--- src/rtl/display_scan.sv ---
// Time-multiplexed seven-segment scan controller with a frame-boundary shadow register.
// Optional leading-zero blanking of the displayed frame is enabled by defining SCAN_LZB_EN.
module display_scan #(
  parameter int DIGITS       = 4,
  parameter int PRESCALE     = 1000,
  parameter int BLANK_CYCLES = 16
) (
  input  logic                  clk,
  input  logic                  rst_n,
  input  logic                  scan_en,
  input  logic                  load,
  input  logic [4*DIGITS-1:0]   wr_data,
  output logic                  ready,
  output logic [3:0]            data,
  output logic [DIGITS-1:0]     digit_sel,
  output logic                  frame_done
);

  localparam int CNT_MAX = (PRESCALE > BLANK_CYCLES) ? PRESCALE : BLANK_CYCLES;
  localparam int CW      = $clog2(CNT_MAX);
  localparam int IW      = (DIGITS > 1) ? $clog2(DIGITS) : 1;

  localparam logic ST_BLANK = 1'b0;
  localparam logic ST_SHOW  = 1'b1;

  localparam logic [CW-1:0] BLANK_LAST = CW'(BLANK_CYCLES - 1);
  localparam logic [CW-1:0] SHOW_LAST  = CW'(PRESCALE - 1);
  localparam logic [IW-1:0] IDX_LAST   = IW'(DIGITS - 1);

  logic [DIGITS-1:0][3:0] active;
  logic [DIGITS-1:0][3:0] shadow;
  logic [DIGITS-1:0][3:0] shown;
  logic                   pending;
  logic [IW-1:0]          idx;
  logic [CW-1:0]          cnt;
  logic                   state;
  logic [DIGITS-1:0]      sel_onehot;
  logic                   accept;
  logic                   boundary;
  logic                   commit;

  // ready is always the complement of pending, so accept and commit never coincide.
  assign accept     = load & ready;
  assign boundary   = scan_en & (state == ST_SHOW) & (cnt == SHOW_LAST) & (idx == IDX_LAST);
  assign commit     = pending & (boundary | ~scan_en);
  assign sel_onehot = {{(DIGITS-1){1'b0}}, 1'b1} << idx;

`ifdef SCAN_LZB_EN
  logic lead_zero;

  // NOTE: every variable written in always_comb gets a default first, or a latch is inferred.
  always_comb begin
    shown     = active;
    lead_zero = 1'b1;
    for (int i = DIGITS - 1; i > 0; i--) begin
      if (lead_zero && (active[i] == 4'h0)) shown[i] = 4'hF;
      else                                  lead_zero = 1'b0;
    end
  end
`else
  assign shown = active;
`endif

  // NOTE: sequential state uses non-blocking assignments only, so every register samples pre-edge values.
  always_ff @(posedge clk or negedge rst_n) begin
    if (!rst_n) begin
      // NOTE: the frame registers are reset explicitly so the display is blank, not random, after reset.
      active     <= '1;
      shadow     <= '1;
      pending    <= 1'b0;
      ready      <= 1'b1;
      idx        <= '0;
      cnt        <= '0;
      state      <= ST_BLANK;
      digit_sel  <= '0;
      data       <= 4'hF;
      frame_done <= 1'b0;
    end else begin
      frame_done <= 1'b0;

      if (accept) begin
        shadow  <= wr_data;
        pending <= 1'b1;
        ready   <= 1'b0;
      end else if (commit) begin
        active  <= shadow;
        pending <= 1'b0;
        ready   <= 1'b1;
      end

      if (!scan_en) begin
        state     <= ST_BLANK;
        idx       <= '0;
        cnt       <= '0;
        digit_sel <= '0;
        data      <= 4'hF;
      end else if (state == ST_BLANK) begin
        if (cnt == BLANK_LAST) begin
          state     <= ST_SHOW;
          cnt       <= '0;
          digit_sel <= sel_onehot;
          data      <= shown[idx];
        end else begin
          cnt <= cnt + 1'b1;
        end
      end else begin
        if (cnt == SHOW_LAST) begin
          state      <= ST_BLANK;
          cnt        <= '0;
          digit_sel  <= '0;
          data       <= 4'hF;
          idx        <= (idx == IDX_LAST) ? '0 : idx + 1'b1;
          frame_done <= boundary;
        end else begin
          cnt <= cnt + 1'b1;
        end
      end
    end
  end

endmodule

--- config.mk ---
export PLATFORM = sky130hd
export DESIGN_NAME = display_scan
export DESIGN_NICKNAME = d
export VERILOG_FILES = /design/src/rtl/display_scan.sv
export SDC_FILE = /design/constraint.sdc
export NUM_CORES = 1
export LEC_CHECK = 0
export CAP_MARGIN = 20
export CORE_ASPECT_RATIO = 0.75
export CORE_MARGIN = 2
export CORE_UTILIZATION = 59
export CTS_CLUSTER_DIAMETER = 100
export CTS_CLUSTER_SIZE = 10
export DETAILED_ROUTE_END_ITERATION = 8
export PLACE_DENSITY = 0.84
export SETUP_SLACK_MARGIN = 0.5
export SLEW_MARGIN = 20
export SYNTH_ARGS = -nofsm -noshare
export SYNTH_HDL_FRONTEND = slang
export SYNTH_SLANG_ARGS = --single-unit
--- constraint.sdc ---
create_clock -name clk -period 3.25 [get_ports clk]
set_clock_uncertainty 0.2 [all_clocks]
set_input_delay 0.4875 -clock clk [delete_from_list [all_inputs] [get_ports clk]]
set_output_delay 0.4875 -clock clk [all_outputs]
set_load 0.05 [all_outputs]
==> results of run 1 <==
==> per-layer routing <==
layer  vias up  GRT usage (%)
met5         -              0
met4         0           10.3
met3         8           5.21
met2        37           36.4
met1       710           25.5
li1        674              -
==> kinds of logic (layout without fill, tap and decap cells) <==
| family | Yosys count | count (layout) | share of synthesized area (%) |
|---|---|---|---|
| muxes | 42 | 42 | 21.7 |
| adders and majority gates | 5 | 5 | 2.48 |
| buffers and inverters | 14 | 47 | 2.58 |
| and+or+nand+nor | 42 | 42 | 8.89 |
| AOI/OAI and AO/OA | 10 | 10 | 4.07 |
| DFF | 56 | 56 | 57.4 |
| xor gates and xnor gates | 8 | 8 | 2.78 |
==> worst max path at each step <==
stage / from / end / slack (ns) / cells after the start
floorplan: idx[1] / active[0] / 1.19 / 6
global placement: idx[0] / active[6] / 0.96 / 5
detailed placement: idx[0] / active[2] / 0.85 / 5
CTS: idx[0] / active[2] / 0.83 / 5
global route: idx[0] / active[15] / 0.71 / 5
finish: idx[0] / active[0] / 0.85 / 5
==> final cells by class <==
| cell class | instances | area share, % |
|---|---|---|
| flip-flops and latches | 56 | 49.2 |
| multi-input cells | 107 | 34.3 |
| repair buffers | 30 | 9.96 |
| clock buffers | 5 | 2.34 |
| well taps | 55 | 2.34 |
| inverters | 9 | 1.15 |
| clock inverters | 3 | 0.723 |
==> metrics by stage <==
stage / setup slack (ns) / hold slack (ns) / instances / area, um2
floorplan: 1.19 / -0.00809 / 177 / 2520
global placement: 0.964 / 0.246 / 257 / 2850
detailed placement: 0.852 / 0.258 / 257 / 2850
CTS: 0.831 / 0.102 / 265 / 2940
global route: 0.713 / 0.143 / 265 / 2940
finish: 0.855 / 0.0799 / 265 / 2940
==> sequential cells by signal, summed over array words and instances, names as in the netlist <==
name / cells
active: 16
cnt: 10
data: 4
digit_sel: 4
frame_done: 1
idx: 2
pending: 1
ready: 1
shadow: 16
state: 1
==> cells in the final DEF, fill, tap and decap left out, types with 2 or more instances in the layout <==
cell / n
nand2_1: 8
mux2i_1: 6
xor2_1: 3
inv_1: 9
nand3_1: 4
nor2_1: 16
a22o_1: 4
nor4_1: 2
clkdlybuf4s50_1: 28
mux2_2: 22
dfstp_2: 37
ha_1: 5
inv_4: 2
dfrtp_1: 19
nor3_1: 2
mux2_4: 10
or3_1: 2
mux4_2: 4
clkbuf_8: 5
xnor2_1: 5
==> power breakdown <==
group          internal (mW)  switching [mW]
combinational         0.0377          0.0497
sequential             0.710         0.00529
clock                  0.154           0.228
total                  0.902           0.283
==> flow_summary.yaml, run 1 <==
placed_design:
  io_buffers: 29
  gp_congestion: 0.781
  post-dp-hpwl_um: 3200
clocking:
  cts_max_level: 2
  clock_sinks: 56
  post_cts_buffers: 0
  hold_buffers: 0
  clk_latency_ns: 0.31
  post_cts_resized: 0
  path_clk_slew_ns: 0.10
  cts_root_buf: "clkbuf_8"
  tritoncts: "done"
  clk_path_buf_depth: 2
  cts_made_buffers: 5
worst_setup_path:
  critical-path-slowest-cell: "dfrtp_1"
  cp.arrival_ns: 2.44
  r2r_start: "idx[0]"
  critical_path_class: "flop to flop"
  critPathLaunchType: "flop"
  critPathBufInv: 1
  crit_required_ns: 3.30
  reg2regPathDepth: 5
  crit_fanout: 16
  path_cells: "ha_1, inv_1, o41ai_4, nand3_4, mux2_4"
  path_delay_family: "flip-flops"
  r2r_slack_ns: 0.85
  cpPeakStageDelay_ns: 0.59
  regToRegEndpoint: "active[0]"
  end_kind: "flop"
yosys:
  synth_cell_types: 35
  synth_area_um2: 2520
  seq_area_frac_synth_pct: 57.4
  synth_nets: 202
  ys.flop_type: "dfstp_2"
  synth.most_common_cell: "dfstp_2"
  synth_edf_count: 0
  async_flop_share_pct: 100
  syn_inst: 177
  yosysWarnings: 0
  synth-seq-cells: 56
  yosysTopAreaCellShare_pct: 38.6
  syn_avg_cell_area_um2: 14.2
  synth_top_cell_by_area: "dfstp_2"
  netlist_top_cells_count: "dfstp_2 (37), mux2_2 (22), dfrtp_1 (19), nor2_1 (16), mux2_4 (10)"
  synth.area.top_cells: "dfstp_2 (39%), dfrtp_1 (19%), mux2_2 (9.8%), mux2_4 (6.0%), mux4_2 (3.6%)"
die:
  die_h_um: 60.6
  io_pins: 30
  die_area_um2: 4820
  row_count: 20
  start_util_pct: 61.8
  fp.dieW_um: 79.5
  core-area_um2: 4080
routing:
  dr_wl_met3_um: 169
  wire_per_inst_um: 16.3
  ant_nets: 0
  viasPerCell: 5.39
  routed_wl_um: 4320
  vias: 1429
  first_iter_violations: 101
  drc: 0
  top_signal_layer_used: "met4"
  first_pass_iters: 4
  met1_length_um: 1860
  wl_met2_um: 2170
power:
  p_per_area_nw_per_um2: 403
  finalPower_mw: 1.19
  p_leak_nw: 1.29
  max-vdd-ir-drop_uv: 311
final_layout:
  fillers: 265
  regArea_um2: 1450
  finalNetCount: 234
  fin_util_pct: 72.1
  multi_input_area_um2: 1010
  drive_gt1_share_pct: 42.9
  diodes: 0
  syn2layout_area_growth_pct: 16.7
timing:
  tns_ns: 0
  worstMarginPinSlew_ns: 0.874
  period_share_pct: 73.7
  max_freq_ghz: 0.417
  maxSlewViolCount: 0
  setup_viol: 0
  slew_headroom_pct: 41.7
  fin_crit_ns: 2.40
  rsz0062_at_grt: "no"
  final-hold-violation-count: 0
grt:
  antenna_found_initial: 0
  grt_start_max_net_pins: 42
  grt-ovfl-total: 0
  grt_pass1_vias: 1602
  grt.total_usage_pct: 21.1
  grt_pass1_wl_um: 7450
status:
  status: "complete, no violations"
job:
  maxCapViolCount: 0
hold_path:
  hold_class: "primary input to asynchronous set/reset pin"
No activity file was read; power rests on OpenSTA's default activity.
==> run 2: changes to the inputs <==
--- a/config.mk
+++ b/config.mk
@@ -8,11 +8,11 @@
 export CAP_MARGIN = 20
 export CORE_ASPECT_RATIO = 0.75
 export CORE_MARGIN = 2
-export CORE_UTILIZATION = 59
+export CORE_UTILIZATION = 50
 export CTS_CLUSTER_DIAMETER = 100
 export CTS_CLUSTER_SIZE = 10
 export DETAILED_ROUTE_END_ITERATION = 8
-export PLACE_DENSITY = 0.84
+export PLACE_DENSITY = 0.76
 export SETUP_SLACK_MARGIN = 0.5
 export SLEW_MARGIN = 20
 export SYNTH_ARGS = -nofsm -noshare
==> constraint.sdc (replaced) <==
create_clock -name clk -period 2.2 [get_ports clk]
set_clock_uncertainty 0.2 [all_clocks]
set_input_delay 0.33 -clock clk [delete_from_list [all_inputs] [get_ports clk]]
set_output_delay 0.33 -clock clk [all_outputs]
set_load 0.05 [all_outputs]
==> run 2 against run 1 <==
Final cell count rose by 14%. Flip-flop and latch count unchanged. Worst hold slack better by 0.19 ns. Critical endpoint is now active[1]. Clock power up 54%. Combinational power grew 110%. Setup slack lost 0.67 ns. Critical path depth stayed put. Die area up 17%. Utilization shrank 1.1 points. Register-to-register slack got worse by 0.67 ns.
==> flow_summary.yaml, run 2 (synthesized netlist as in run 1, its figures left out) <==
timing:
  final-hold-violation-count: 0
  fin_crit_ns: 2.02
  worstMarginPinSlew_ns: 0.433
  max_freq_ghz: 0.495
  rsz0062_at_grt: "yes"
  period_share_pct: 91.8
  setup_viol: 0
  tns_ns: 0
  maxSlewViolCount: 0
  slew_headroom_pct: 71.1
final_layout:
  final_common_cell: "dfstp_2"
  fin_util_pct: 71.0
  drive_gt1_share_pct: 65.3
  syn2layout_area_growth_pct: 37.3
  finalNetCount: 266
  multi_input_area_um2: 1190
  fillers: 302
  final_cell_mix: "dfstp_2 (37), buf_4 (26), mux2_2 (22), clkdlybuf4s50_1 (18), dfrtp_1 (13)"
  regArea_um2: 1460
  diodes: 0
  reg_top3: "active (16), shadow (16), cnt (10)"
worst_setup_path:
  critPathLaunchType: "flop"
  cp.arrival_ns: 2.06
  end_kind: "flop"
  crit_required_ns: 2.24
  critical_path_class: "flop to flop"
  crit_fanout: 8
placed_design:
  gp_congestion: 0.886
  io_buffers: 29
  post-dp-hpwl_um: 3230
routing:
  first_pass_iters: 4
  routed_wl_um: 5790
  wire_per_inst_um: 19.2
  drc: 0
  first_iter_violations: 108
  viasPerCell: 5.47
  vias: 1652
  ant_nets: 0
job:
  maxCapViolCount: 0
die:
  die_area_um2: 5630
  core-area_um2: 4870
  start_util_pct: 51.7
  die_h_um: 65.5
  row_count: 22
  fp.dieW_um: 86.0
  io_pins: 30
power:
  p_per_area_nw_per_um2: 530
  internal_power_mw: 1.40
  switching_share_pct: 23.9
  seq_power_share_pct: 57.9
  pwr-share-clk_pct: 32.2
  p_leak_nw: 1.51
  combPwrFrac_pct: 9.9
  max-vdd-ir-drop_uv: 389
  finalPower_mw: 1.83
  p_sw_uw: 438
grt:
  antenna_found_initial: 0
  grt_use_met2_pct: 33.9
  busiest_layer: "met2"
  grt.total_usage_pct: 19.8
  met3_usage_pct: 4.52
  grt_start_max_net_pins: 29
  grt_pass1_vias: 1698
  grt-ovfl-total: 0
  grt_pass1_wl_um: 8500
  grt_use_met1_pct: 24.9
clocking:
  tritoncts: "done"
  cts_made_buffers: 5
  clock_sinks: 56
  cts_max_level: 2
  cts_root_buf: "clkbuf_8"
  clk_path_buf_depth: 2
  path_clk_slew_ns: 0.10
  clk_latency_ns: 0.31
hold_path:
  hold_class: "flop to flop"
status:
  status: "complete, no violations"
## run 2: metal layers
metal / vias to the layer above / routed length [um]
met5: - / 0
met4: 0 / 170
met3: 16 / 269
met2: 50 / 2970
met1: 837 / 2380
li1: 749 / -
## run 2: through the flow
stage | std cells | worst slack [ns] | hold slack (ns) | instance area, um2
4_1_cts | 289 | 0.272 | 0.286 | 3280
2_1_floorplan | 177 | 0.205 | -0.166 | 2550
5_1_grt | 302 | 0.127 | 0.306 | 3460
6_report | 302 | 0.180 | 0.273 | 3460
3_5_place_dp | 267 | 0.00843 | 0.0836 | 2910
3_3_place_gp | 267 | 0.0338 | 0.0745 | 2910
## run 2: worst max-delay path, stage by stage, from the launching register on
cell     delay (ns)
dfrtp_2        0.45
nand4_4        0.17
o41ai_4        0.47
nand3_4        0.16
buf_12         0.19
mux2_4         0.31
## run 2: power groups by stage
| stage | registers (mW) | clock network (mW) | logic, mW |
|---|---|---|---|
| floorplan | 1.10 | 0 | 0.0288 |
| global placement | 1.08 | 0 | 0.130 |
| detailed placement | 1.08 | 0 | 0.137 |
| CTS | 1.06 | 0.589 | 0.162 |
| global route | 1.06 | 0.652 | 0.193 |
| finish | 1.06 | 0.591 | 0.181 |
## run 2: cell type report
type                            instances  area share, %
Inverter                                9          0.976
Tap cell                               60           2.17
Multi-Input combinational cell        107           34.3
Sequential cell                        56           42.0
Timing Repair Buffer                   62           17.8
Clock inverter                          1          0.181
Clock buffer                            7           2.49
## run 2: timing repair
| item | in CTS | in global routing |
|---|---|---|
| gates cloned | 1 | 1 |
| setup buffers | 12 | 12 |
| gates resized for setup | 39 | 23 |
| pin swaps | 6 | 15 |
| hold buffers | 1 | 0 |
| hold endpoints to repair | 6 | 0 |
| endpoints found under the setup margin | 42 | 42 |
## run 2: final timing paths
check / start / to / slack [ns] / cells past startpoint
setup / recovery: cnt[5] / active[1] / 0.18 / 5
hold / removal: data[3] / data[3] / 0.27 / 2
setup reg to reg: cnt[5] / active[1] / 0.18 / 5
hold reg to reg: data[3] / data[3] / 0.27 / 2
max in group asynchronous: rst_n / active[11] / 0.95 / 3
min in group asynchronous: rst_n / cnt[7] / 0.28 / 2
==> run 3: changes to the inputs <==
--- a/config.mk
+++ b/config.mk
@@ -14,6 +14,7 @@
 export DETAILED_ROUTE_END_ITERATION = 8
 export PLACE_DENSITY = 0.76
 export SETUP_SLACK_MARGIN = 0.5
+export SKIP_LAST_GASP = 1
 export SLEW_MARGIN = 20
 export SYNTH_ARGS = -nofsm -noshare
 export SYNTH_HDL_FRONTEND = slang
==> results of run 3 <==
Final layout, timing and power as in run 2 (identical DEF).
